<file path="config.mk">
export PLATFORM = sky130hd
export DESIGN_NAME = uart_cmd_ctrl_flat
export DESIGN_NICKNAME = d
export VERILOG_FILES = /design/src/rtl/uart_cmd_ctrl_if.sv /design/src/rtl/uart_cmd_ctrl.sv /design/src/flat_wrapper.sv
export SDC_FILE = /design/constraint.sdc
export NUM_CORES = 1
export LEC_CHECK = 0
export CORE_MARGIN = 3
export CORE_UTILIZATION = 47
export CTS_CLUSTER_DIAMETER = 50
export DETAILED_ROUTE_END_ITERATION = 8
export PLACE_DENSITY = 0.83
export SLEW_MARGIN = 20
export SYNTH_ARGS = -nofsm -noshare
export SYNTH_HDL_FRONTEND = slang
export SYNTH_SLANG_ARGS = --single-unit
</file>
<file path="constraint.sdc">
create_clock -name clk -period 2.1 [get_ports clk]
set_input_delay 0.42 -clock clk [delete_from_list [all_inputs] [get_ports clk]]
set_output_delay 0.42 -clock clk [all_outputs]
set_load 0.02 [all_outputs]
</file>
<file path="src/rtl/uart_cmd_ctrl_if.sv">
// Bundle of the command sequencer's byte, register-file, ALU and TX-FIFO signals.
// master = sequencer side, slave = the UART/register-file/ALU/FIFO environment.
interface uart_cmd_ctrl_if #(
  parameter int DATA_WIDTH = 8,
  parameter int ADDR_WIDTH = 4
);
  logic [DATA_WIDTH-1:0]   rx_data;
  logic                    rx_valid;
  logic [ADDR_WIDTH-1:0]   rf_addr;
  logic                    rf_wr_en;
  logic [DATA_WIDTH-1:0]   rf_wr_data;
  logic                    rf_rd_en;
  logic [DATA_WIDTH-1:0]   rf_rd_data;
  logic                    rf_rd_valid;
  logic [3:0]              alu_fun;
  logic                    alu_en;
  logic                    alu_clk_en;
  logic [2*DATA_WIDTH-1:0] alu_out;
  logic                    alu_out_valid;
  logic [DATA_WIDTH-1:0]   tx_data;
  logic                    tx_valid;
  logic                    fifo_full;
  logic                    cmd_err;

  modport master (
    input  rx_data, rx_valid, rf_rd_data, rf_rd_valid, alu_out, alu_out_valid, fifo_full,
    output rf_addr, rf_wr_en, rf_wr_data, rf_rd_en, alu_fun, alu_en, alu_clk_en,
           tx_data, tx_valid, cmd_err
  );

  modport slave (
    output rx_data, rx_valid, rf_rd_data, rf_rd_valid, alu_out, alu_out_valid, fifo_full,
    input  rf_addr, rf_wr_en, rf_wr_data, rf_rd_en, alu_fun, alu_en, alu_clk_en,
           tx_data, tx_valid, cmd_err
  );
endinterface

</file>
<file path="src/rtl/uart_cmd_ctrl.sv">
// Command sequencer: parses UART RX frames into register-file writes/reads and ALU runs,
// and pushes the response bytes into the TX FIFO.
module uart_cmd_ctrl #(
  parameter int DATA_WIDTH = 8,
  parameter int ADDR_WIDTH = 4
) (
  input  logic             clk,
  input  logic             rst,
  uart_cmd_ctrl_if.master  bus
);

  localparam logic [DATA_WIDTH-1:0] CMD_WR     = DATA_WIDTH'(8'hAA);
  localparam logic [DATA_WIDTH-1:0] CMD_RD     = DATA_WIDTH'(8'hBB);
  localparam logic [DATA_WIDTH-1:0] CMD_ALU_OP = DATA_WIDTH'(8'hCC);
  localparam logic [DATA_WIDTH-1:0] CMD_ALU    = DATA_WIDTH'(8'hDD);

  typedef enum logic [3:0] {
    IDLE, WR_ADDR, WR_DATA, RD_ADDR, RD_WAIT, OPA, OPB,
    ALU_FUN, ALU_WAIT, SEND_RD, SEND_LO, SEND_HI
  } state_e;

  state_e                  state_q,      state_d;
  logic [ADDR_WIDTH-1:0]   rf_addr_q,    rf_addr_d;
  logic                    rf_wr_en_q,   rf_wr_en_d;
  logic [DATA_WIDTH-1:0]   rf_wr_data_q, rf_wr_data_d;
  logic                    rf_rd_en_q,   rf_rd_en_d;
  logic [3:0]              alu_fun_q,    alu_fun_d;
  logic                    alu_en_q,     alu_en_d;
  logic                    alu_clk_en_q, alu_clk_en_d;
  logic [2*DATA_WIDTH-1:0] result_q,     result_d;
  logic [DATA_WIDTH-1:0]   tx_data_q,    tx_data_d;
  logic                    cmd_err_q,    cmd_err_d;
  logic                    sending;

  always_comb begin
    state_d      = state_q;
    rf_addr_d    = rf_addr_q;
    rf_wr_data_d = rf_wr_data_q;
    alu_fun_d    = alu_fun_q;
    result_d     = result_q;
    tx_data_d    = tx_data_q;
    rf_wr_en_d   = 1'b0;
    rf_rd_en_d   = 1'b0;
    alu_en_d     = 1'b0;
    cmd_err_d    = 1'b0;

    case (state_q)
      IDLE: begin
        if (bus.rx_valid) begin
          case (bus.rx_data)
            CMD_WR:     state_d = WR_ADDR;
            CMD_RD:     state_d = RD_ADDR;
            CMD_ALU_OP: state_d = OPA;
            CMD_ALU:    state_d = ALU_FUN;
            default:    cmd_err_d = 1'b1;
          endcase
        end
      end
      WR_ADDR: begin
        if (bus.rx_valid) begin
          rf_addr_d = bus.rx_data[ADDR_WIDTH-1:0];
          state_d   = WR_DATA;
        end
      end
      WR_DATA: begin
        if (bus.rx_valid) begin
          rf_wr_data_d = bus.rx_data;
          rf_wr_en_d   = 1'b1;
          state_d      = IDLE;
        end
      end
      RD_ADDR: begin
        if (bus.rx_valid) begin
          rf_addr_d  = bus.rx_data[ADDR_WIDTH-1:0];
          rf_rd_en_d = 1'b1;
          state_d    = RD_WAIT;
        end
      end
      RD_WAIT: begin
        if (bus.rf_rd_valid) begin
          tx_data_d = bus.rf_rd_data;
          state_d   = SEND_RD;
        end
      end
      OPA: begin
        if (bus.rx_valid) begin
          rf_addr_d    = '0;
          rf_wr_data_d = bus.rx_data;
          rf_wr_en_d   = 1'b1;
          state_d      = OPB;
        end
      end
      OPB: begin
        if (bus.rx_valid) begin
          rf_addr_d    = ADDR_WIDTH'(1);
          rf_wr_data_d = bus.rx_data;
          rf_wr_en_d   = 1'b1;
          state_d      = ALU_FUN;
        end
      end
      ALU_FUN: begin
        if (bus.rx_valid) begin
          alu_fun_d = bus.rx_data[3:0];
          alu_en_d  = 1'b1;
          state_d   = ALU_WAIT;
        end
      end
      ALU_WAIT: begin
        if (bus.alu_out_valid) begin
          result_d  = bus.alu_out;
          tx_data_d = bus.alu_out[DATA_WIDTH-1:0];
          state_d   = SEND_LO;
        end
      end
      SEND_RD: begin
        if (!bus.fifo_full) state_d = IDLE;
      end
      SEND_LO: begin
        if (bus.fifo_full) begin
          tx_data_d = result_q[DATA_WIDTH-1:0];
        end else begin
          tx_data_d = result_q[2*DATA_WIDTH-1:DATA_WIDTH];
          state_d   = SEND_HI;
        end
      end
      SEND_HI: begin
        if (!bus.fifo_full) state_d = IDLE;
      end
      default: state_d = IDLE;
    endcase

    alu_clk_en_d = (state_d == ALU_FUN) || (state_d == ALU_WAIT);
  end

  always_ff @(posedge clk) begin
    if (rst) begin
      state_q      <= IDLE;
      rf_addr_q    <= '0;
      rf_wr_en_q   <= 1'b0;
      rf_wr_data_q <= '0;
      rf_rd_en_q   <= 1'b0;
      alu_fun_q    <= '0;
      alu_en_q     <= 1'b0;
      alu_clk_en_q <= 1'b0;
      result_q     <= '0;
      tx_data_q    <= '0;
      cmd_err_q    <= 1'b0;
    end else begin
      state_q      <= state_d;
      rf_addr_q    <= rf_addr_d;
      rf_wr_en_q   <= rf_wr_en_d;
      rf_wr_data_q <= rf_wr_data_d;
      rf_rd_en_q   <= rf_rd_en_d;
      alu_fun_q    <= alu_fun_d;
      alu_en_q     <= alu_en_d;
      alu_clk_en_q <= alu_clk_en_d;
      result_q     <= result_d;
      tx_data_q    <= tx_data_d;
      cmd_err_q    <= cmd_err_d;
    end
  end

  // tx_valid is the registered send state gated by the live fifo_full, so the
  // strobe can never land on a full FIFO and each byte is written exactly once.
  assign sending = (state_q == SEND_RD) || (state_q == SEND_LO) || (state_q == SEND_HI);

  always_comb begin
    bus.rf_addr    = rf_addr_q;
    bus.rf_wr_en   = rf_wr_en_q;
    bus.rf_wr_data = rf_wr_data_q;
    bus.rf_rd_en   = rf_rd_en_q;
    bus.alu_fun    = alu_fun_q;
    bus.alu_en     = alu_en_q;
    bus.alu_clk_en = alu_clk_en_q;
    bus.tx_data    = tx_data_q;
    bus.tx_valid   = sending && !bus.fifo_full;
    bus.cmd_err    = cmd_err_q;
  end

endmodule

</file>
<file path="src/flat_wrapper.sv">
// flat-port wrapper written by rule: the top's interface ports become plain ports
module uart_cmd_ctrl_flat 
#(
  parameter int DATA_WIDTH = 8,
  parameter int ADDR_WIDTH = 4
)
  (clk, rst, bus_rx_data, bus_rx_valid, bus_rf_rd_data, bus_rf_rd_valid, bus_alu_out, bus_alu_out_valid, bus_fifo_full, bus_rf_addr, bus_rf_wr_en, bus_rf_wr_data, bus_rf_rd_en, bus_alu_fun, bus_alu_en, bus_alu_clk_en, bus_tx_data, bus_tx_valid, bus_cmd_err);
  uart_cmd_ctrl_if #(.DATA_WIDTH(DATA_WIDTH), .ADDR_WIDTH(ADDR_WIDTH)) bus_i ();
  input  logic clk;
  input  logic rst;
  input wire logic [$bits(bus_i.rx_data)-1:0] bus_rx_data;
  input wire logic [$bits(bus_i.rx_valid)-1:0] bus_rx_valid;
  input wire logic [$bits(bus_i.rf_rd_data)-1:0] bus_rf_rd_data;
  input wire logic [$bits(bus_i.rf_rd_valid)-1:0] bus_rf_rd_valid;
  input wire logic [$bits(bus_i.alu_out)-1:0] bus_alu_out;
  input wire logic [$bits(bus_i.alu_out_valid)-1:0] bus_alu_out_valid;
  input wire logic [$bits(bus_i.fifo_full)-1:0] bus_fifo_full;
  output wire logic [$bits(bus_i.rf_addr)-1:0] bus_rf_addr;
  output wire logic [$bits(bus_i.rf_wr_en)-1:0] bus_rf_wr_en;
  output wire logic [$bits(bus_i.rf_wr_data)-1:0] bus_rf_wr_data;
  output wire logic [$bits(bus_i.rf_rd_en)-1:0] bus_rf_rd_en;
  output wire logic [$bits(bus_i.alu_fun)-1:0] bus_alu_fun;
  output wire logic [$bits(bus_i.alu_en)-1:0] bus_alu_en;
  output wire logic [$bits(bus_i.alu_clk_en)-1:0] bus_alu_clk_en;
  output wire logic [$bits(bus_i.tx_data)-1:0] bus_tx_data;
  output wire logic [$bits(bus_i.tx_valid)-1:0] bus_tx_valid;
  output wire logic [$bits(bus_i.cmd_err)-1:0] bus_cmd_err;
  assign bus_i.rx_data = bus_rx_data;
  assign bus_i.rx_valid = bus_rx_valid;
  assign bus_i.rf_rd_data = bus_rf_rd_data;
  assign bus_i.rf_rd_valid = bus_rf_rd_valid;
  assign bus_i.alu_out = bus_alu_out;
  assign bus_i.alu_out_valid = bus_alu_out_valid;
  assign bus_i.fifo_full = bus_fifo_full;
  assign bus_rf_addr = bus_i.rf_addr;
  assign bus_rf_wr_en = bus_i.rf_wr_en;
  assign bus_rf_wr_data = bus_i.rf_wr_data;
  assign bus_rf_rd_en = bus_i.rf_rd_en;
  assign bus_alu_fun = bus_i.alu_fun;
  assign bus_alu_en = bus_i.alu_en;
  assign bus_alu_clk_en = bus_i.alu_clk_en;
  assign bus_tx_data = bus_i.tx_data;
  assign bus_tx_valid = bus_i.tx_valid;
  assign bus_cmd_err = bus_i.cmd_err;
  uart_cmd_ctrl #(.DATA_WIDTH(DATA_WIDTH), .ADDR_WIDTH(ADDR_WIDTH)) u_core (.clk(clk), .rst(rst), .bus(bus_i));
endmodule
</file>
### Yosys cells after proc, flatten, opt, wreduce, memory -nomap -nowiden

Index checks and enable logic that the tools add are counted.

| cells by class | value |
|---|---|
| reductions and logical operators | 21 |
| bitwise operators | 5 |
| equal/unequal tests | 22 |
| multiplexer cells | 23 |

Operators with widths:

| operator | number |
|---|---|
| 4-bit two-way mux | 14 |
| 4-bit one-hot mux with 11 select lines | 1 |
| 8-bit == test (second input constant) | 4 |
| 8-bit two-way mux | 3 |
| 8-bit one-hot mux with 3 select lines | 1 |
| 4-bit by 3-bit == test with 1-bit output (second input constant) | 5 |
| 4-bit == test (second input constant) | 5 |
| 4-bit one-hot mux with 4 select lines | 1 |
| 4-bit one-hot mux with 3 select lines | 1 |
| 2-bit OR reduction | 5 |
| 4-bit by 2-bit == test with 1-bit output (second input constant) | 2 |
| 2-bit != test (second input constant) | 4 |
| 2-bit AND reduction | 3 |
| 3-bit nonzero test | 2 |
| 3-bit OR reduction | 2 |
| 1-bit NOT | 5 |
| 4-bit by 1-bit == test with 1-bit output (second input constant) | 1 |
| 4-bit zero test | 1 |
| 4-bit AND reduction | 1 |
| 4-bit OR reduction | 1 |
| 1-bit logical OR | 3 |
| 3-bit AND reduction | 1 |
| 1-bit two-way mux | 2 |
| 2-bit by 1-bit != test with 1-bit output (second input constant) | 1 |
| 2 further kinds | 2 |

| storage, ports and cells | value |
|---|---|
| output and inout port bits | 30 |
| bits of input ports | 38 |
| bits in registers | 49 |

### Logic depth before layout (Yosys ltp)

| depth | value |
|---|---|
| word-level depth | 6 |
| gate-level depth with buffers | 8 |
| depth with buffers taken out | 5 |

### Worst setup path before layout

OpenSTA, ideal clock, no wires.

| timing | value |
|---|---|
| kind | register to output |
| start | register u_core.state_q[1] |
| end | output port bus_tx_valid |
| required time | 1680 ps |
| stages on the path, launching flop included | 5 |
| arrival time | 1349 ps |
| path slack | 331 ps |
| cells stage by stage | dfxtp_1 -> buf_6 -> clkbuf_1 -> nor2_1 -> nor3_1 |

| between the ends | value |
|---|---|
| word-level cells in the longest chain between the ends | 4 |
| elaborated cells on any way between the ends | 6 |

Ends and longest elaborated chain:

| what | line | source |
|---|---|---|
| from (decl) | uart_cmd_ctrl.sv:22 | `state_e state_q, state_d;` |
| from (signal assigned) | uart_cmd_ctrl.sv:149 | `state_q <= state_d;` |
| 4-bit == test | uart_cmd_ctrl.sv:165 | `assign sending = (state_q == SEND_RD) \|\| (state_q == SEND_LO) \|\| (state_q == SEND_HI);` |
| 1-bit logical OR | uart_cmd_ctrl.sv:165 |  |
| 1-bit logical OR (*) | uart_cmd_ctrl.sv:165 |  |
| 1-bit logical AND (*) | uart_cmd_ctrl.sv:176 | `bus.tx_valid = sending && !bus.fifo_full;` |
| to (decl) | flat_wrapper.sv:26 | `output wire logic [$bits(bus_i.tx_valid)-1:0] bus_tx_valid;` |

Every way passes the cells marked *; elsewhere a longest branch is shown, timed or not.

### Final worst setup path

| timing | value |
|---|---|
| start | input port bus_rx_data[6] |
| end | register u_core.alu_clk_en_q (netlist: u_core.bus.alu_clk_en) |

| between the ends | value |
|---|---|
| word-level cells in the longest chain between the ends | 6 |
| elaborated cells on any way between the ends | 10 |

Ends and longest elaborated chain:

| what | line | source |
|---|---|---|
| from (decl) | flat_wrapper.sv:11 | `input wire logic [$bits(bus_i.rx_data)-1:0] bus_rx_data;` |
| 8-bit == test | uart_cmd_ctrl.sv:50 | `case (bus.rx_data)` |
| 4-bit one-hot mux with 4 select lines (*) | uart_cmd_ctrl.sv:50 |  |
| 4-bit two-way mux (*) | uart_cmd_ctrl.sv:49 | `if (bus.rx_valid) begin` |
| 4-bit one-hot mux with 11 select lines (*) | uart_cmd_ctrl.sv:47 | `case (state_q)` |
| 4-bit by 3-bit == test with 1-bit output or 4-bit == test (tied branches) | uart_cmd_ctrl.sv:132 | `alu_clk_en_d = (state_d == ALU_FUN) \|\| (state_d == ALU_WAIT);` |
| 1-bit logical OR (*) | uart_cmd_ctrl.sv:132 |  |
| to (signal assigned) | uart_cmd_ctrl.sv:156 | `alu_clk_en_q <= alu_clk_en_d;` |
| to (decl) | uart_cmd_ctrl.sv:29 | `logic alu_clk_en_q, alu_clk_en_d;` |

Marks and branches as above.
A chain may end at the register's enable or synchronous reset.

==> results.py <==
metrics = {
    "cts": {
        "cts_tree": "built",
        "clock_latency_ns": 0.30,
        "clockBufferDepth": 2,
        "cts_root_buffer": "clkbuf_8",
        "clkTransAtPathRegs_ns": 0.10,
        "cts_buffers": 5,
        "cts_htree_levels": 2,
        "cts_num_sinks": 49,
    },
    "logic_synthesis": {
        "synth_top_area_frac": 0.430,
        "postSynthCellCount": 277,
        "ys_types": 44,
        "synth_area_leaders": "dfxtp_1 (43%), nand2_1 (8.7%), a21oi_1 (8.1%)",
        "ys_seq_area_frac": 0.430,
        "synth-seq-cells": 49,
        "synth_edf_count": 0,
        "synth_top_cells_by_count": "nand2_1 (53), dfxtp_1 (49), a21oi_1 (37)",
        "yosysMostFrequentCell": "nand2_1",
        "syn_area_per_cell_um2": 8.23,
        "yosys_warnings": 0,
        "syn_nets": 315,
        "synth_ff_type": "dfxtp_1",
        "yosys.area.top_type": "dfxtp_1",
        "syn_area_um2": 2280,
        "async_flop_share": 0,
    },
    "sta": {
        "fmax_mhz": 513,
        "hold-worst-slack_ns": 0.459,
        "fin_setup_tns_ns": 0,
        "setup_viol": 0,
        "post-route-period-util": 0.928,
        "skew_ns": 0.00766,
        "relSlewSlack": 0.689,
        "hold_violations": 0,
        "rsz0062_at_grt": "no",
        "tightest_slew_ns": 0.466,
        "period_minus_slack_ns": 1.95,
        "final_max_slew_viol_count": 0,
    },
    "placed_design": {
        "hpwlAfterDp_mm": 4.32,
        "placed_cells": 395,
        "portBuffers": 67,
        "gp_congestion": 0.906,
        "dpl_cell_area_um2": 3060,
    },
    "final_layout": {
        "fin_cells": 403,
        "final_layout_size_suffix_gt1_frac": 0.0997,
        "diodes": 0,
        "layout.nets": 388,
        "stdcell_area_um2": 3160,
        "syn_to_final_growth_pct": 38.5,
    },
    "worst_setup_path": {
        "ff2ff_path_depth": 6,
        "cp_max_fo": 3,
        "reg2reg_from": "u_core.state_q[2]",
        "r2r_slack_ns": 0.29,
        "crit_type": "in -> reg",
        "arrival_ns": 2.14,
        "start_kind": "input port",
        "cp_data_required_time_ns": 2.29,
        "endpoint_kind": "flip-flop",
        "regToRegEndpoint": "u_core.bus.alu_clk_en",
    },
    "floorplanning": {
        "initial_core_util": 0.506,
        "fp-row-count": 24,
        "coreArea_um2": 4500,
        "io_pins": 68,
        "fp.dieH_um": 75.7,
        "die_area_um2": 5730,
        "die-width_um": 75.7,
    },
    "min_path": {
        "hold_class": "reg -> reg",
        "worstHoldStart": "u_core.result_q[15]",
        "holdPathEnd": "u_core.result_q[15]",
        "min_path_cells": 2,
    },
    "global_route": {
        "antenna_found_initial": 0,
        "grt_pass1_vias": 2048,
        "grtUsageTotal": 0.210,
        "grt_pass1_wl_mm": 9.23,
        "grt-ovfl-total": 0,
        "grt_max_degree": 45,
    },
    "route": {
        "num_vias": 2153,
        "drt_iter0_drc": 121,
        "wire_per_inst_um": 14.4,
        "ant_nets": 0,
        "viasPerCell": 5.34,
        "drc": 0,
        "firstDrtPassIters": 4,
        "wl_mm": 5.80,
    },
    "power_and_ir_drop": {
        "peakVddDrop_mv": 0.489,
        "power.density_nw_per_um2": 529,
        "power_leakage_nw": 1.08,
    },
    "run_status": {
        "status": "complete, no violations",
    },
    "job": {
        "drv_cap": 0,
    },
}
[how the worst max path moves through the flow]
stage / from / to / slack [ns] / cells past startpoint
3_5_place_dp: bus_rx_data[6] / u_core.bus.alu_clk_en / -0.15 / 6
6_report: bus_rx_data[6] / u_core.bus.alu_clk_en / 0.15 / 6
3_3_place_gp: bus_rx_data[6] / u_core.bus.alu_clk_en / -0.06 / 6
4_1_cts: bus_rx_data[6] / u_core.bus.alu_clk_en / 0.16 / 6
2_1_floorplan: u_core.state_q[1] / bus_tx_valid / 0.33 / 4
5_1_grt: bus_rx_data[6] / u_core.bus.alu_clk_en / 0.11 / 6
[layer usage]
layer	part of all wire	track usage	wire, µm	vias up
met5	0	0	0	-
met4	0.015	0.0524	85	0
met3	0.041	0.0422	238	6
met2	0.48	0.353	2790	56
met1	0.46	0.278	2680	984
li1	-	-	-	1107
[placed cells by master, fill, tap and decap left out, types with 5 or more instances in the layout]
cell type        count
nand2_1             53
nor2_1              29
mux2i_1             17
nand2b_1             5
clkbuf_8             5
dfxtp_1             47
buf_4               17
clkdlybuf4s50_1     66
nand3_1              5
a21oi_1             37
a211oi_1            16
[state kept, by name (all words and copies together) (netlist names), 4 cells and up]
name                   count
u_core.bus.rf_wr_data      8
u_core.bus.alu_fun         4
u_core.bus.rf_addr         4
u_core.result_q           16
u_core.bus.tx_data         8
u_core.state_q             4
[where the power goes]
part           leakage, nW  switching [mW]  internal (mW)  total [mW]
Combinational        0.643          0.0664         0.0942       0.161
Clock               0.0452           0.334          0.243       0.577
Sequential           0.396         0.00181          0.931       0.933
Total                 1.08           0.402           1.27        1.67
[metrics by stage]
step / worst slack (ns) / util / total power [mW]
2_1_floorplan: 0.331 / - / 1.01
3_3_place_gp: -0.0648 / 0.680 / 1.11
3_5_place_dp: -0.151 / 0.680 / 1.11
4_1_cts: 0.159 / 0.701 / 1.68
5_1_grt: 0.113 / 0.701 / 1.73
6_report: 0.152 / 0.701 / 1.67
[layout make-up]
class	count	area (µm²)
well taps	52	65.1
flip-flops and latches	49	983
fillers	360	1350
repair buffers	85	817
clock inverters	3	25.0
clock buffers	5	68.8
inverters	1	3.75
multi-input cells	208	1200
[worst max-delay path, stage by stage]
cell	delay [ns]
clkdlybuf4s50_1	0.46
nand4bb_1	0.26
a2111o_1	0.46
o221ai_1	0.29
or3b_1	0.18
o22ai_2	0.07
[timing repair]
item / CTS / global route
hold buffers: 0 / 0
gates resized for setup: 3 / 0
buffers inserted: 0 / 0
endpoints found under the hold margin: 0 / 0
endpoints found under the setup margin: 1 / 0
[cells by family (layout without fill, tap and decap cells)]
kind of cell              Yosys count  count (layout)  share of synthesized area
DFF                                49              49                      0.430
buffers and inverters              20              94                     0.0455
muxes                              17              17                     0.0746
xor gates and xnor gates            2               2                    0.00768
and+or+nand+nor                   118             118                      0.248
AOI/OAI and AO/OA                  71              71                      0.194
(Power assumes the default switching activity.)
